==> src/rtl/wb_clint.sv <==
// wb_clint: Wishbone core-local interruptor (msip, mtime, mtimecmp).
// Ports: clk_i/rst_i, wbs_* slave bus, xint_mtip_o/xint_msip_o to the core.

module wb_clint #(
  parameter int unsigned TICK_DIV = 1
) (
  input  logic        clk_i,
  input  logic        rst_i,
  input  logic        wbs_cyc_i,
  input  logic        wbs_stb_i,
  input  logic        wbs_we_i,
  input  logic [3:0]  wbs_sel_i,
  input  logic [31:0] wbs_addr_i,
  input  logic [31:0] wbs_dat_i,
  output logic [31:0] wbs_dat_o,
  output logic        wbs_ack_o,
  output logic        wbs_err_o,
  output logic        xint_mtip_o,
  output logic        xint_msip_o
);

  localparam logic [15:0] PMAX = 16'(TICK_DIV - 1);

  logic [15:0] off;
  logic        hit_msip;
  logic        hit_cmp_lo;
  logic        hit_cmp_hi;
  logic        hit_mt_lo;
  logic        hit_mt_hi;
  logic        mapped;
  logic        accept;
  logic        wr;
  logic        tick;
  logic [31:0] rd_val;
  logic        msip_q;
  logic [15:0] presc_q;
  logic [63:0] mtime_q;
  logic [63:0] mtcmp_q;
  logic        unused_addr;

  assign off         = wbs_addr_i[15:0];
  assign unused_addr = ^wbs_addr_i[31:16];

  // Exact 16-bit match, so any misaligned
  // offset falls through as unmapped.
  always_comb begin
    hit_msip   = 1'b0;
    hit_cmp_lo = 1'b0;
    hit_cmp_hi = 1'b0;
    hit_mt_lo  = 1'b0;
    hit_mt_hi  = 1'b0;
    unique case (off)
      16'h0000: hit_msip   = 1'b1;
      16'h4000: hit_cmp_lo = 1'b1;
      16'h4004: hit_cmp_hi = 1'b1;
      16'hBFF8: hit_mt_lo  = 1'b1;
      16'hBFFC: hit_mt_hi  = 1'b1;
      default: ;
    endcase
  end

  assign mapped = hit_msip | hit_cmp_lo | hit_cmp_hi
                | hit_mt_lo | hit_mt_hi;

  // The pending response blocks a new accept,
  // so responses are never back to back.
  assign accept = wbs_cyc_i & wbs_stb_i
                & ~wbs_ack_o & ~wbs_err_o;
  assign wr     = accept & wbs_we_i & mapped;

  function automatic logic [31:0] merge(
    input logic [31:0] old_v,
    input logic [31:0] new_v,
    input logic [3:0]  be
  );
    logic [31:0] res;
    res = old_v;
    for (int i = 0; i < 4; i++) begin
      if (be[i]) res[8*i +: 8] = new_v[8*i +: 8];
    end
    return res;
  endfunction

  always_comb begin
    rd_val = '0;
    unique case (1'b1)
      hit_msip:   rd_val = {31'b0, msip_q};
      hit_cmp_lo: rd_val = mtcmp_q[31:0];
      hit_cmp_hi: rd_val = mtcmp_q[63:32];
      hit_mt_lo:  rd_val = mtime_q[31:0];
      hit_mt_hi:  rd_val = mtime_q[63:32];
      default:    rd_val = '0;
    endcase
  end

  assign tick = (presc_q == PMAX);

  always_ff @(posedge clk_i or posedge rst_i) begin
    if (rst_i) begin
      wbs_ack_o <= 1'b0;
      wbs_err_o <= 1'b0;
      wbs_dat_o <= '0;
    end else begin
      wbs_ack_o <= accept & mapped;
      wbs_err_o <= accept & ~mapped;
      wbs_dat_o <= (accept & mapped) ? rd_val : '0;
    end
  end

  always_ff @(posedge clk_i or posedge rst_i) begin
    if (rst_i) begin
      presc_q <= '0;
    end else if (tick) begin
      presc_q <= '0;
    end else begin
      presc_q <= presc_q + 16'd1;
    end
  end

  always_ff @(posedge clk_i or posedge rst_i) begin
    if (rst_i) begin
      msip_q <= 1'b0;
    end else if (wr & hit_msip & wbs_sel_i[0]) begin
      msip_q <= wbs_dat_i[0];
    end
  end

  always_ff @(posedge clk_i or posedge rst_i) begin
    if (rst_i) begin
      mtcmp_q <= '1;
    end else begin
      if (wr & hit_cmp_lo)
        mtcmp_q[31:0] <= merge(mtcmp_q[31:0],
                               wbs_dat_i, wbs_sel_i);
      if (wr & hit_cmp_hi)
        mtcmp_q[63:32] <= merge(mtcmp_q[63:32],
                                wbs_dat_i, wbs_sel_i);
    end
  end

  // A bus write to either half wins over the
  // tick; the other half holds with no carry.
  always_ff @(posedge clk_i or posedge rst_i) begin
    if (rst_i) begin
      mtime_q <= '0;
    end else if (wr & hit_mt_lo) begin
      mtime_q[31:0] <= merge(mtime_q[31:0],
                             wbs_dat_i, wbs_sel_i);
    end else if (wr & hit_mt_hi) begin
      mtime_q[63:32] <= merge(mtime_q[63:32],
                              wbs_dat_i, wbs_sel_i);
    end else if (tick) begin
      mtime_q <= mtime_q + 64'd1;
    end
  end

  always_ff @(posedge clk_i or posedge rst_i) begin
    if (rst_i) begin
      xint_mtip_o <= 1'b0;
    end else begin
      xint_mtip_o <= (mtime_q >= mtcmp_q);
    end
  end

  assign xint_msip_o = msip_q;

endmodule
==> config.mk <==
export PLATFORM = sky130hd
export DESIGN_NAME = wb_clint
export DESIGN_NICKNAME = d
export VERILOG_FILES = /design/src/rtl/wb_clint.sv
export SDC_FILE = /design/constraint.sdc
export NUM_CORES = 1
export LEC_CHECK = 0
export CAP_MARGIN = 10
export CORE_MARGIN = 2
export CORE_UTILIZATION = 45
export CTS_BUF_LIST = sky130_fd_sc_hd__clkbuf_4 sky130_fd_sc_hd__clkbuf_8
export DETAILED_ROUTE_END_ITERATION = 6
export PLACE_DENSITY = 0.61
export SYNTH_ARGS = -nofsm -noshare
export SYNTH_HDL_FRONTEND = slang
export SYNTH_SLANG_ARGS = --single-unit
==> constraint.sdc <==
create_clock -name clk_i -period 8.6 [get_ports clk_i]
set_clock_uncertainty 0.05 [all_clocks]
set_input_delay 1.72 -clock clk_i [delete_from_list [all_inputs] [get_ports clk_i]]
set_output_delay 1.72 -clock clk_i [all_outputs]
set_load 0.01 [all_outputs]
==> impl_metrics.py, run 1 <==
metrics = {
    "timing": {
        "drv_slew": 0,
        "fin_tns_setup_ns": 0,
        "period_needed_ns": 4.59,
        "finalSetupViolations": 0,
        "grt_setup_unrepaired": "no",
        "finalHoldViolations": 0,
        "fin_crit_sh": 0.534,
        "hold-worst-slack_ns": 0.428,
        "tightest_slew_ns": 1.15,
        "timing.fmax_mhz": 218,
        "max-slew-margin-rel": 0.230,
    },
    "placed_design": {
        "hpwl_um": 23900,
        "port_buffers": 92,
        "gp_congestion": 0.912,
        "place_area_um2": 12300,
        "dp_cells": 1530,
    },
    "cells_and_area": {
        "final_common_cell": "dfrtp_1",
        "area_growth_pct": 14.6,
        "final_net_count": 1365,
        "stdcell_area_um2": 12700,
        "final_cell_mix": "dfrtp_1, nand2_1, clkdlybuf4s50_1",
        "antenna_cells": 0,
        "final_util": 0.525,
        "drive_above_1_share": 0.174,
        "stdcell_count": 1562,
    },
    "clock_tree": {
        "cts_tree": "built",
        "cts_root_buf": "clkbuf_8",
        "numCtsBuffers": 17,
        "cts_num_sinks": 180,
        "cts_max_level": 4,
        "path_clk_slew_ns": 0.11,
        "cts_hold_buffers": 0,
        "post-cts-setup-buffer-count": 0,
        "clk_path_buf_depth": 2,
        "ctsResizeCount": 0,
        "clkLatencyLatePin_ns": 0.49,
    },
    "routing": {
        "dr.pass1.iters": 7,
        "first_iter_violations": 1012,
        "wirelength_um": 33400,
        "routed_via_density": 6.15,
        "vias": 9603,
        "ant_nets": 0,
        "drc": 2,
        "routedWlPerCell_um": 21.4,
    },
    "logic_synthesis": {
        "synth_nets": 1296,
        "synthArstFlopShare": 1.00,
        "synth_warnings": 0,
        "synth_top_family_by_area": "simple AND/OR/NAND/NOR gates",
        "syn_avg_cell_area_um2": 9.61,
        "synth_ff_type": "dfrtp_1",
        "synth_mux_area_frac": 0.0955,
        "synthTopCellsByArea": "dfrtp_1, dfstp_2, mux2_2",
        "synth_top_area_frac": 0.261,
        "yosysSeqAreaShare": 0.413,
        "synth-xor-area-share": 0.0110,
        "synthSimpleGateAreaFrac": 0.196,
        "synth_compound_area_frac": 0.163,
        "synth_edf_count": 0,
        "yosysTopAreaCell": "dfrtp_1",
        "synth_area_um2": 11100,
        "synth-adder-area-share": 0.0755,
        "synth_cells": 1156,
        "ys_types": 75,
        "synth-seq-cells": 180,
    },
    "status": {
        "violations": "DRC",
        "status": "complete, but fails checks",
    },
    "floorplan": {
        "floorplan.io_pins": 109,
        "start_util": 0.458,
        "die_h_um": 161,
        "rows": 57,
        "die_x_um": 161,
        "core_um2": 24200,
        "dieArea_um2": 26000,
    },
    "global_routing": {
        "antenna_found_initial": 1,
        "grt_pass1_vias": 9455,
        "grt_usage": 0.261,
        "overflow": 0,
        "grt_max_degree": 121,
        "grt_pass1_wl_um": 52700,
    },
    "setup_path": {
        "cp-end-kind": "register",
        "cp_max_fo": 32,
        "crit_arrival_ns": 4.97,
        "critPathLaunchType": "input port",
        "r2r_setup_slack_ns": 5.29,
        "r2r_cells": 9,
        "required_ns": 8.98,
        "path_class": "in2reg",
    },
    "power": {
        "p_per_area_nw_per_um2": 125,
        "ir_drop_uv": 81.5,
        "p_leak_nw": 5.13,
    },
    "min_path": {
        "holdPathStages": 1,
        "hold_class": "reg2reg",
    },
    "job": {
        "drv_cap": 0,
    },
}
==> path summary, 6_finish.rpt <==
| check | to | startpoint |
|---|---|---|
| setup / recovery | mtcmp_q[8] | wbs_addr_i[12] |
| hold / removal | presc_q[15] | presc_q[15] |
| setup reg to reg | mtime_q[30] | presc_q[0] |
| hold reg to reg | presc_q[15] | presc_q[15] |
| max in group asynchronous | wbs_dat_o[6] | rst_i |
| min in group asynchronous | presc_q[7] | rst_i |
==> per-stage QoR <==
stage	setup slack, ns	total power, W
CTS	4.06	0.00161
global placement	3.61	0.000992
floorplan	2.05	0.000933
detailed placement	3.55	0.000994
global route	3.92	0.00165
finish	4.01	0.00159
==> registers in the layout (all words and copies together), names as in the netlist <==
signal / count
presc_q: 16
xint_mtip_o: 1
wbs_err_o: 1
mtime_q: 64
wbs_dat_o: 32
xint_msip_o: 1
mtcmp_q: 64
wbs_ack_o: 1
==> critical path, cell delays in order <==
cell and delay, ns:
clkdlybuf4s50_1 0.48, nor4_1 0.31, nand4_1 0.44, nor3b_4 0.29
buf_4 0.44, and2_0 0.42, nand2_1 0.45, mux2_2 0.42
==> cell usage after synthesis, types with 7 or more instances <==
cell / instances
a211oi_1: 15
a21o_1: 14
a21oi_1: 55
a222oi_1: 31
a2bb2oi_1: 8
a311oi_1: 9
a31oi_1: 7
and2_1: 13
and3_1: 20
and4_1: 16
buf_2: 11
clkbuf_1: 36
dfrtp_1: 116
dfstp_2: 64
ha_1: 67
inv_1: 81
mux2_2: 88
mux2i_1: 7
nand2_1: 94
nand3_1: 52
nand4_1: 39
nor2_1: 90
nor3_1: 31
nor4_1: 12
o211ai_1: 8
o21ai_0: 39
o22ai_1: 13
or3_1: 7
xnor2_1: 12
==> logic make-up (layout without fill, tap and decap cells) <==
family | Yosys count | count (layout)
AO/OA/AOI/OAI | 255 | 255
XOR/XNOR | 14 | 14
adder cells (fa/ha/maj) | 67 | 67
buffers and inverters | 133 | 215
flip-flops | 180 | 180
multiplexers | 95 | 95
AND/OR/NAND/NOR | 412 | 412
==> cell type report <==
class	count	area [um2]
clock inverter	15	168
sequential	180	4580
clock buffer	17	234
tap	324	405
timing repair buffer	102	991
inverter	81	312
fill	2266	11500
multi-input combinational	843	6040
==> per-layer routing <==
metal	share of wire	GRT usage	vias to the layer above
li1	-	-	4469
met2	0.47	0.419	337
met5	0.00036	0	-
met3	0.061	0.0462	61
met1	0.45	0.358	4734
met4	0.026	0.0864	2
==> power by group <==
group,internal [W],switching (W),leakage [nW]
clock network,0.000266,0.000349,0.198
logic,0.0000485,0.0000604,2.75
registers,0.000855,0.0000149,2.18
total,0.00117,0.000424,5.13
No activity file was read; power rests on OpenSTA's default activity.
==> inputs of run 2 (changes only) <==
- PLACE_DENSITY: 0.61 -> 0.64
- clock period: 8.6 -> 4.1 ns (I/O delays scaled with it)
==> run 2 against run 1 <==
The run still ends with DRC left. Total power is 110% higher. Register-to-register slack got worse by 4.3 ns. Sequential cell count stayed put. Sequential power rose by 110%. Critical path type is now reg2reg. Largest power group unchanged. Highest routed layer is now met4.
==> impl_metrics.py, run 2 (synthesis results as in run 1) <==
metrics = {
    "global_routing": {
        "antenna_found_initial": 0,
        "overflow": 0,
        "grt_pass1_vias": 9563,
        "grt_usage": 0.262,
        "grt_max_degree": 52,
        "grt_pass1_wl_um": 53500,
    },
    "clock_tree": {
        "cts_hold_buffers": 0,
        "post-cts-setup-buffer-count": 0,
        "cts_tree": "built",
        "clk_path_buf_depth": 2,
        "ctsResizeCount": 0,
        "numCtsBuffers": 17,
        "clkLatencyLatePin_ns": 0.49,
        "cts_root_buf": "clkbuf_8",
        "path_clk_slew_ns": 0.12,
        "cts_num_sinks": 180,
        "cts_max_level": 4,
    },
    "setup_path": {
        "path_class": "reg2reg",
        "cp_max_fo": 20,
        "r2r_setup_slack_ns": 0.96,
        "regToRegEndpoint": "mtime_q[19]",
        "required_ns": 4.44,
        "cp-end-kind": "register",
        "rr_startpoint": "presc_q[0]",
        "crit_arrival_ns": 3.48,
        "r2r_cells": 9,
        "critPathLaunchType": "register",
    },
    "routing": {
        "wirelength_um": 33300,
        "first_iter_violations": 1077,
        "routed_via_density": 6.18,
        "vias": 9755,
        "dr.pass1.iters": 7,
        "ant_nets": 0,
        "routedWlPerCell_um": 21.1,
        "drc": 9,
    },
    "floorplan": {
        "die_x_um": 161,
        "dieArea_um2": 26000,
        "start_util": 0.458,
        "rows": 57,
        "die_h_um": 161,
        "core_um2": 24200,
        "floorplan.io_pins": 109,
    },
    "timing": {
        "period_needed_ns": 3.14,
        "finalHoldViolations": 0,
        "grt_setup_unrepaired": "no",
        "drv_slew": 0,
        "finalSetupViolations": 0,
        "max-slew-margin-rel": 0.387,
        "tightest_slew_ns": 0.918,
        "fin_tns_setup_ns": 0,
        "timing.fmax_mhz": 319,
        "fin_crit_sh": 0.765,
    },
    "min_path": {
        "holdPathStages": 1,
        "hold_class": "reg2reg",
        "worstHoldStart": "presc_q[15]",
        "holdPathEnd": "presc_q[15]",
    },
    "cells_and_area": {
        "area_growth_pct": 15.9,
        "multi_input_area_um2": 6030,
        "reg_top3": "mtcmp_q x64, mtime_q x64, wbs_dat_o x32",
        "fill_cells": 2220,
        "stdcell_area_um2": 12900,
        "final_net_count": 1382,
        "regArea_um2": 4580,
        "antenna_cells": 0,
        "final_cell_mix": "dfrtp_1, nand2_1, clkdlybuf4s50_1",
        "final_util": 0.531,
        "final_common_cell": "dfrtp_1",
        "drive_above_1_share": 0.185,
    },
    "power": {
        "p_per_area_nw_per_um2": 257,
        "p_leak_nw": 5.22,
        "ir_drop_uv": 177,
    },
    "placed_design": {
        "port_buffers": 92,
        "gp_congestion": 0.944,
        "hpwl_um": 24400,
        "place_area_um2": 12500,
    },
    "status": {
        "violations": "DRC",
        "status": "complete, but fails checks",
    },
    "job": {
        "drv_cap": 0,
    },
}
[run 2: changes by cell type in the layout (fill, tap and decap cells not counted), sizes merged]
cell      before  now
buf           11   28
bufinv         2    0
clkinv         3    6
clkinvlp       3    2
[run 2: per-stage QoR]
step / setup slack [ns] / hold slack (ns) / std cells / total power [W]
detailed placement: 0.512 / 0.415 / 1547 / 0.00209
finish: 0.964 / 0.436 / 1579 / 0.00331
global placement: 0.548 / 0.413 / 1547 / 0.00209
floorplan: 0.974 / 0.397 / 1156 / 0.00196
CTS: 0.995 / 0.436 / 1579 / 0.00334
global route: 0.719 / 0.464 / 1579 / 0.00343
[run 2: worst max path at each step]
stage                               from     endpoint  cells past startpoint
after global placement    wbs_addr_i[14]  mtime_q[19]                      8
after floorplan                    rst_i   mtime_q[0]                      1
after detailed placement  wbs_addr_i[14]  mtime_q[19]                      8
after CTS                     presc_q[0]  mtime_q[19]                      9
final                         presc_q[0]  mtime_q[19]                      9
after global routing          presc_q[0]  mtime_q[15]                      9
[run 2: area by class of cell]
type / count / area share
Sequential cell: 180 / 0.356
Multi-Input combinational cell: 843 / 0.469
Timing Repair Buffer: 119 / 0.0888
Clock buffer: 17 / 0.0182
Inverter: 81 / 0.0239
Clock inverter: 15 / 0.0126
Tap cell: 324 / 0.0315
[run 2: layer usage]
layer  share of wire  routed length [um]  up-vias  track usage
met5               0                   0        -            0
met4           0.024                 801        0       0.0710
met3           0.066                2210       60       0.0401
met2            0.46               15400      388        0.425
met1            0.45               14900     4782        0.366
li1                -                   -     4525            -
[run 2: critical path, stage by stage, from the launching register on]
cell and delay [ns]:
dfrtp_1 0.43, inv_1 0.08, ha_1 0.16, nor4b_1 0.35, and4_1 0.50, o21ai_1 0.11, buf_4 0.24, nor3_1 0.72
a211oi_1 0.17, a311oi_1 0.23
[run 2: power by group]
group,total [W],switching [W],internal [W]
Clock,0.00125,0.000787,0.000461
Combinational,0.000239,0.000130,0.000109
Sequential,0.00182,0.0000287,0.00179
